### src/rtl/mem_stall_bridge.sv
// Stalls the multicycle processor while a single memory transfer is handed to a
// slow memory port. It also times out transfers that are never acknowledged.
module mem_stall_bridge #(
    parameter int ADDR_W  = 32,
    parameter int DATA_W  = 32,
    parameter int TIMEOUT = 15
) (
    input  logic              clk,
    input  logic              reset,
    input  logic [ADDR_W-1:0] cpu_adr,
    input  logic [DATA_W-1:0] cpu_wdata,
    input  logic              cpu_we,
    input  logic              cpu_rd,
    output logic [DATA_W-1:0] cpu_rdata,
    output logic              stall,
    output logic              mem_req,
    output logic              mem_we,
    output logic [ADDR_W-1:0] mem_adr,
    output logic [DATA_W-1:0] mem_wdata,
    input  logic              mem_ack,
    input  logic [DATA_W-1:0] mem_rdata,
    output logic              err
);

    typedef enum logic [1:0] {IDLE, REQ, DONE} state_t;

    localparam logic [7:0] TIMEOUT_C = 8'(TIMEOUT);

    state_t            state_reg, state_next;
    logic [ADDR_W-1:0] adr_reg, adr_next;
    logic [DATA_W-1:0] wdata_reg, wdata_next;
    logic              we_reg, we_next;
    logic [7:0]        cnt_reg, cnt_next;
    logic [DATA_W-1:0] rdata_reg, rdata_next;
    logic              err_reg, err_next;
    logic [7:0]        cnt_inc;
    state_t            stall_state;

    always_ff @(posedge clk) begin
        if (reset) begin
            state_reg <= IDLE;
            adr_reg   <= '0;
            wdata_reg <= '0;
            we_reg    <= 1'b0;
            cnt_reg   <= '0;
            rdata_reg <= '0;
            err_reg   <= 1'b0;
        end else begin
            state_reg <= state_next;
            adr_reg   <= adr_next;
            wdata_reg <= wdata_next;
            we_reg    <= we_next;
            cnt_reg   <= cnt_next;
            rdata_reg <= rdata_next;
            err_reg   <= err_next;
        end
    end

    assign cnt_inc = cnt_reg + 8'd1;

    always_comb begin
        state_next = state_reg;
        adr_next   = adr_reg;
        wdata_next = wdata_reg;
        we_next    = we_reg;
        cnt_next   = cnt_reg;
        rdata_next = rdata_reg;
        err_next   = err_reg;
        case (state_reg)
            IDLE: begin
                // A write wins over a simultaneous read; the read is simply dropped.
                if (cpu_we || cpu_rd) begin
                    adr_next   = cpu_adr;
                    wdata_next = cpu_wdata;
                    we_next    = cpu_we;
                    cnt_next   = '0;
                    state_next = REQ;
                end
            end
            REQ: begin
                if (mem_ack) begin
                    if (!we_reg) rdata_next = mem_rdata;
                    state_next = DONE;
                end else if (cnt_inc == TIMEOUT_C) begin
                    cnt_next   = cnt_inc;
                    err_next   = 1'b1;
                    if (!we_reg) rdata_next = '0;
                    state_next = DONE;
                end else begin
                    cnt_next = cnt_inc;
                end
            end
            DONE: state_next = IDLE;
            default: state_next = IDLE;
        endcase
    end

    // While reset is asserted the stall decode behaves as if already in IDLE.
    assign stall_state = reset ? IDLE : state_reg;
    assign stall       = ((stall_state == IDLE) && (cpu_we || cpu_rd)) || (stall_state == REQ);

    assign mem_req   = (state_reg == REQ);
    assign mem_we    = (state_reg == REQ) && we_reg;
    assign mem_adr   = adr_reg;
    assign mem_wdata = wdata_reg;
    assign cpu_rdata = rdata_reg;
    assign err       = err_reg;

endmodule

### config.mk
export PLATFORM = sky130hd
export DESIGN_NAME = mem_stall_bridge
export DESIGN_NICKNAME = d
export VERILOG_FILES = /design/src/rtl/mem_stall_bridge.sv
export SDC_FILE = /design/constraint.sdc
export NUM_CORES = 1
export LEC_CHECK = 0
export BUFFER_PORTS_ARGS = -buffer_cell sky130_fd_sc_hd__buf_4
export CELL_PAD_IN_SITES_DETAIL_PLACEMENT = 1
export CELL_PAD_IN_SITES_GLOBAL_PLACEMENT = 1
export CORE_MARGIN = 1
export CORE_UTILIZATION = 30
export CTS_CLUSTER_DIAMETER = 30
export DETAILED_ROUTE_END_ITERATION = 12
export PLACE_DENSITY = 0.73
export SLEW_MARGIN = 20
export SYNTH_ARGS = -nofsm -noshare
export SYNTH_HDL_FRONTEND = slang
export SYNTH_SLANG_ARGS = --single-unit
### constraint.sdc
create_clock -name clk -period 4.3 [get_ports clk]
set_input_delay 0 -clock clk [delete_from_list [all_inputs] [get_ports clk]]
set_output_delay 0 -clock clk [all_outputs]
set_load 0.01 [all_outputs]
==> results of run 1 <==
-- what timing repair did --
item,CTS,global route
hold buffers,90,0
endpoints found under the hold margin,90,0
endpoints found under the setup margin,0,0
-- worst max-delay path, stage by stage, from the launching register on --
cell and delay (ps):
dfxtp_1 420, ha_1 260, xor2_1 160, nand3b_1 80, or4_2 530, buf_4 390, a2111oi_0 550, nor3_1 90
-- final timing paths --
kind,endpoint,cells after the start,start,slack [ps]
worst max-delay path,cpu_rdata[3],7,cnt_reg[0],1650
worst min-delay path,we_reg,4,cpu_rd,7
worst max register to register,cpu_rdata[3],7,cnt_reg[0],1650
worst min register to register,mem_adr[2],2,mem_adr[2],460
-- through the flow --
step / setup slack (ps) / hold slack (ps)
final: 1650 / 6.79
after global routing: 1490 / 23.8
after CTS: 1630 / 2.09
after detailed placement: 1630 / 257
after global placement: 1810 / 247
after floorplan: 2250 / 136
-- cells in the mapped netlist --
library cell,n
xor2_1,3
nor3_1,34
nand2b_1,3
dfxtp_1,108
o21ai_1,5
nand3_1,3
mux2i_1,32
nor2_1,22
a21boi_0,1
o21a_1,1
a2111oi_4,27
nand2_1,134
nor3_2,1
buf_2,2
buf_1,6
a2111oi_0,5
clkbuf_1,30
ha_1,2
a211oi_1,1
buf_6,3
o21ba_1,1
xor2_2,1
inv_2,1
a21oi_1,73
buf_4,3
or3_1,1
or4_1,1
inv_1,2
a22oi_1,2
and2_1,2
nand3b_1,2
-- cell type report --
| class | count | area share (%) |
|---|---|---|
| Clock buffer | 13 | 3.26 |
| Timing Repair Buffer | 295 | 31.8 |
| Tap cell | 216 | 3.53 |
| Sequential cell | 108 | 28.2 |
| Antenna cell | 2 | 0.0653 |
| Clock inverter | 2 | 0.457 |
| Multi-Input combinational cell | 357 | 32.5 |
| Inverter | 3 | 0.147 |
-- routing by layer --
metal,vias up,wire length [um],global-route usage (%)
li1,2294,-,-
met1,2305,6790,21.6
met2,150,8630,37.0
met3,34,784,4.32
met4,0,398,9.62
met5,-,0,0
-- power breakdown --
part / internal [mW] / switching, mW / total, mW
Combinational: 0.250 / 0.275 / 0.525
Clock: 0.465 / 0.367 / 0.832
Sequential: 1.06 / 0.0390 / 1.10
Total: 1.78 / 0.681 / 2.46
-- cell families after synthesis --
family / synth area share [%]
compound gates: 25.4
mux: 6.63
flops: 44.8
fa+ha+maj: 0.518
simple gates: 17.4
xor+xnor: 0.881
buf+inv: 4.41
==> results by group, run 1 <==
Hold path
  • Min-delay worst type: input port to flop

Clocking
  • Total clock buffers created by CTS: 9
  • Source-to-sink clock delay at the later pin of the worst-skew pair: 340 ps
  • Clock Sinks: 108
  • Root buf cell: clkbuf_16
  • Clock transition at the registers of the reported paths: 70 ps
  • Clock H-tree levels: 3
  • Cts repair resizes: 0
  • Post-CTS setup buffer count: 0
  • CTS tree: done
  • Clock buffer depth: 2

Placed design
  • Quantity of I/O buffers inserted on ports: 200
  • Dpl cells: 889
  • Post-DP HPWL: 10.0 mm
  • Area after detailed placement: 0.00647 sq mm
  • Routability Congestion: 0.732

Die
  • Initial cell density of the core: 30.6%
  • # IOs: 201
  • Site Rows: 46
  • Floorplan die width: 129 um
  • Die area: 0.0166 sq mm
  • Floorplan die height: 129 um
  • Core area: 0.0158 sq mm

Yosys
  • Count of mapped cells out of synthesis: 512
  • Cell taking the most area after synthesis: dfxtp_1
  • Syn. warnings: 0
  • Unique cell type count in the Yosys netlist: 31
  • Part of the Yosys area used for sequential elements: 44.8%
  • Number of nets in the synthesized netlist: 615
  • Number of synthesized register bits: 108
  • Cell types with the largest area share after synthesis: dfxtp_1 (45%), a2111oi_4 (15%), nand2_1 (10%)
  • Netlist Area Pre-Place: 0.00483 sq mm
  • Portion of synthesized cell area occupied by the leading cell type: 44.8%
  • Mean area per synthesized cell: 9.43 sq um

STA
  • Setup repair after global routing missed its margin: false
  • Number of endpoints failing setup at the final stage: 0
  • Maximum clock skew at final layout: 6.16 ps
  • Max-Slew Margin vs Limit: 32.1%
  • Number of pins with negative max-slew slack in the final report: 0
  • Final hold violation count: 0
  • Max Freq: 378 MHz
  • Setup TNS: 0 ps
  • Fin crit share: 61.6%
  • Final Critical Period: 2650 ps
  • Worst Tran Pin Value: 1020 ps

Final layout
  • Share of cells above drive strength 1: 32.4%
  • Commonest non-fill, non-tap cells in the layout: buf_4 (205), nand2_1 (133), dfxtp_1 (108), dlygate4sd3_1 (90), a21oi_1 (73)
  • Area occupied by registers: 0.00216 sq mm
  • Cell area after layout: 0.00767 sq mm
  • Final Util: 48.6%
  • Commonest non-fill, non-tap cell in the layout: buf_4
  • Nets: 877
  • Filler instances: 1806
  • Final non-filler cell total: 996
  • Multi-input gate area in the final layout: 0.00249 sq mm
  • Synthesis-to-finish area growth: 58.8%

Global route
  • Remaining global-route overflow: 0
  • Pin count of the biggest net entering global routing: 68
  • Number of global-route vias before repair: 5118
  • Wire length of the first global-routing pass: 25.9 mm
  • Antenna violations before repair: 0
  • GRT Total Usage: 20.0%

Worst setup path
  • Worst Setup Path Type: flop to flop
  • Required time of the critical path: 4510 ps
  • Arrival time at the worst endpoint: 2850 ps
  • Critical-path maximum fanout: 35
  • Critical Path Source Type: flop
  • Type of destination of the critical path: flop

Route
  • Number of antenna-violating nets in the routed design: 0
  • Detailed router's first-iteration violation count: 176
  • Via count: 4783
  • Average via count per standard cell: 4.80
  • Total DRC errors in the routed layout: 0
  • Mean routed wirelength per cell: 16.7 um
  • Total iterations of the first detailed-routing run: 5
  • Post-Route WL: 16.6 mm

Power
  • Maximum resistive drop on vdd: 0.162 mV
  • Total power after layout: 2.46 mW
  • P per Cell Area: 321 mW/mm^2
  • Leakage: 3.24 nW

Run status
  • Status: finished clean

Run
  • Max Cap Viol: 0
Power figures use the tool's default switching activity.
==> inputs of run 2 (changes only) <==
Settings changed: ABC_AREA from default to 1, CORE_UTILIZATION 30 to 28, PLACE_DENSITY 0.73 to 0.78.
Clock period 4.3 ns to 2.4 ns, I/O delays scaled along.
==> results by group, run 2 <==
Worst setup path
  • Critical Path Source Type: flop
  • CP Launch Point: cnt_reg[1]
  • Worst Setup Path Type: flop to flop
  • Critical Path Sink: cpu_rdata[4]
  • R2r endpoint: cpu_rdata[4]
  • Largest stage delay on the critical path: 410 ps (-140 ps)
  • Cell at the slowest stage of the critical path: dfxtp_1
  • Arrival time at the worst endpoint: 2190 ps (-660 ps)
  • Required time of the critical path: 2610 ps (-1900 ps)
  • Type of destination of the critical path: flop
  • Worst R2R Start: cnt_reg[1]
  • Path depth of the worst reg2reg path: 10 (+3)
  • Setup slack, reg-to-reg: 430 ps (-1230 ps)
  • Critical-path maximum fanout: 32 (-8.6%)
  • Most used cell, CP: nand2_1
  • Critical path cell sequence: ha_1, nand2_1, o21bai_1, nand2_1, nor2_1, nand3_2, nand2_2, nand2_4, nand2_1, a21oi_1

Run
  • Max Cap Viol: 0 (unchanged)

STA
  • Final hold violation count: 0 (unchanged)
  • Worst hold margin: 96.4 ps (+89.6 ps)
  • Number of endpoints failing setup at the final stage: 0 (unchanged)
  • Max Freq: 507 MHz (+34%)
  • Maximum clock skew at final layout: 9.52 ps (+3.36 ps)
  • Setup repair after global routing missed its margin: false
  • Max-Slew Margin vs Limit: 58.1% (+26 points)
  • Fin crit share: 82.2% (+21 points)
  • Number of pins with negative max-slew slack in the final report: 0 (unchanged)
  • Worst Tran Pin Value: 628 ps (-388 ps)
  • Final Critical Period: 1970 ps (-673 ps)
  • Setup TNS: 0 ps (unchanged)

Clocking
  • Root buf cell: clkbuf_16
  • Total clock buffers created by CTS: 9 (unchanged)
  • CTS tree: done
  • Clock H-tree levels: 3 (unchanged)
  • Clock buffer depth: 2 (unchanged)
  • Source-to-sink clock delay at the later pin of the worst-skew pair: 350 ps (about the same)
  • Cts repair resizes: 0 (unchanged)
  • Post-CTS Hold Buffers: 97 (+7.8%)
  • Post-CTS setup buffer count: 0 (unchanged)
  • Clock Sinks: 108 (unchanged)
  • Clock transition at the registers of the reported paths: 70 ps (about the same)

Yosys
  • Number of enable flip-flop cells after synthesis: 0 (unchanged)
  • Mean area per synthesized cell: 7.64 sq um (-19%)
  • Portion of synthesized cell area occupied by the leading cell type: 54.0% (+9.2 points)
  • Count of mapped cells out of synthesis: 524 (+2.3%)
  • Syn. warnings: 0 (unchanged)
  • Part of the Yosys area used for sequential elements: 54.0% (+9.2 points)
  • Most used flip-flop cell after synthesis: dfxtp_1
  • Top cells by count, synth: nor2_1 (143), dfxtp_1 (108), o21ai_0 (66), nand2_1 (60), a21oi_1 (40)
  • Async SR Flop Fraction: 0% (unchanged)
  • Netlist Area Pre-Place: 0.00400 sq mm (-17%)
  • Unique cell type count in the Yosys netlist: 25 (-19%)
  • Most numerous cell in the Yosys netlist: nor2_1
  • Cell types with the largest area share after synthesis: dfxtp_1 (54%), nor2_1 (13%), o21ai_0 (8.3%)
  • Cell taking the most area after synthesis: dfxtp_1
  • Number of nets in the synthesized netlist: 627 (+2.0%)
  • Number of synthesized register bits: 108 (unchanged)

Die
  • # IOs: 201 (unchanged)
  • Floorplan die height: 122 um (-5.7%)
  • Floorplan die width: 122 um (-5.7%)
  • Site Rows: 43 (-6.5%)
  • Die area: 0.0148 sq mm (-11%)
  • Initial cell density of the core: 28.7% (-1.9 points)
  • Core area: 0.0139 sq mm (-12%)

Route
  • Total iterations of the first detailed-routing run: 4 (-1)
  • Mean routed wirelength per cell: 16.3 um (-2.2%)
  • Number of antenna-violating nets in the routed design: 0 (unchanged)
  • Average via count per standard cell: 4.80 (about the same)
  • Post-Route WL: 16.1 mm (-3.3%)
  • Total DRC errors in the routed layout: 0 (unchanged)
  • Via count: 4730 (-1.1%)
  • Detailed router's first-iteration violation count: 208 (+18%)

Global route
  • Antenna violations before repair: 0 (unchanged)
  • Pin count of the biggest net entering global routing: 68 (unchanged)
  • Wire length of the first global-routing pass: 24.9 mm (-3.7%)
  • Number of global-route vias before repair: 5084 (-0.66%)
  • Remaining global-route overflow: 0 (unchanged)
  • GRT Total Usage: 21.6% (+1.6 points)

Hold path
  • Min-delay worst type: input port to flop

Final layout
  • Commonest non-fill, non-tap cells in the layout: buf_4 (203), nor2_1 (143), dfxtp_1 (108), dlygate4sd3_1 (97), o21ai_0 (66)
  • Nets: 903 (+3.0%)
  • Synthesis-to-finish area growth: 72.9%
  • Number of antenna repair diodes: 0 (-2)
  • Commonest non-fill, non-tap cell in the layout: buf_4
  • Share of cells above drive strength 1: 28.4% (-3.9 points)

Placed design
  • Routability Congestion: 0.849 (+16%)
  • Post-DP HPWL: 9.06 mm (-9.8%)
  • Quantity of I/O buffers inserted on ports: 200 (unchanged)

Power
  • Leakage: 3.09 nW (-4.5%)
  • Maximum resistive drop on vdd: 0.325 mV (+100%)
  • Total power after layout: 4.64 mW (+89%)
  • P per Cell Area: 671 mW/mm^2 (+110%)

Run status
  • Status: finished clean
-- run 2: critical path, delay by kind of cell (launching register included) --
kind / cells / cell delay [ps]
simple gates: 7 / 960
fa+ha+maj: 1 / 240
flops: 1 / 410
compound gates: 2 / 220
-- run 2: cell type report --
cell class / count / area [sq um]
Tap cell: 180 / 225
Multi-Input combinational cell: 365 / 1630
Sequential cell: 108 / 2160
Inverter: 15 / 56.3
Timing Repair Buffer: 301 / 2510
Clock inverter: 5 / 83.8
Fill cell: 1665 / 7010
Clock buffer: 11 / 253
-- run 2: cells by family after synthesis --
group                    after synthesis  synth area share, %
AO/OA/AOI/OAI                        110                 14.0
flip-flops                           108                 54.0
AND/OR/NAND/NOR                      253                 25.9
buffers and inverters                 51                 5.50
adder cells (fa/ha/maj)                2                0.625
-- run 2: layer usage --
| metal | share of wire, % | track usage [%] | up-vias | wire, um |
|---|---|---|---|---|
| met3 | 6.0 | 5.99 | 28 | 969 |
| met1 | 39 | 22.9 | 2293 | 6290 |
| met5 | 0 | 0 | - | 0 |
| met2 | 53 | 40.4 | 164 | 8470 |
| met4 | 2.0 | 7.56 | 0 | 328 |
| li1 | - | - | 2245 | - |
-- run 2: stage by stage --
stage               area, sq um  std cells  setup slack [ps]  utilization [%]
finish                     6920        985               426             49.7
global placement           5610        872               626             40.3
floorplan                  4000        524               829                -
detailed placement         5610        872               425             40.3
global route               6920        985               210             49.7
CTS                        6920        985               402             49.7
-- run 2: worst min path at each step --
stage	slack, ps	depth (start not counted)	start	endpoint
4_1_cts	80	2	reset	cpu_rdata[12]
3_3_place_gp	220	3	cpu_wdata[7]	mem_wdata[7]
2_1_floorplan	130	2	cpu_adr[0]	mem_adr[0]
3_5_place_dp	230	3	cpu_adr[16]	mem_adr[16]
5_1_grt	110	2	reset	cpu_rdata[7]
6_report	100	2	reset	cpu_rdata[7]
-- run 2: power by group --
group | switching [mW] | internal, mW | leakage (nW) | total, mW
combinational | 0.480 | 0.479 | 2.04 | 0.959
sequential | 0.0859 | 1.94 | 0.890 | 2.03
clock | 0.682 | 0.974 | 0.158 | 1.66
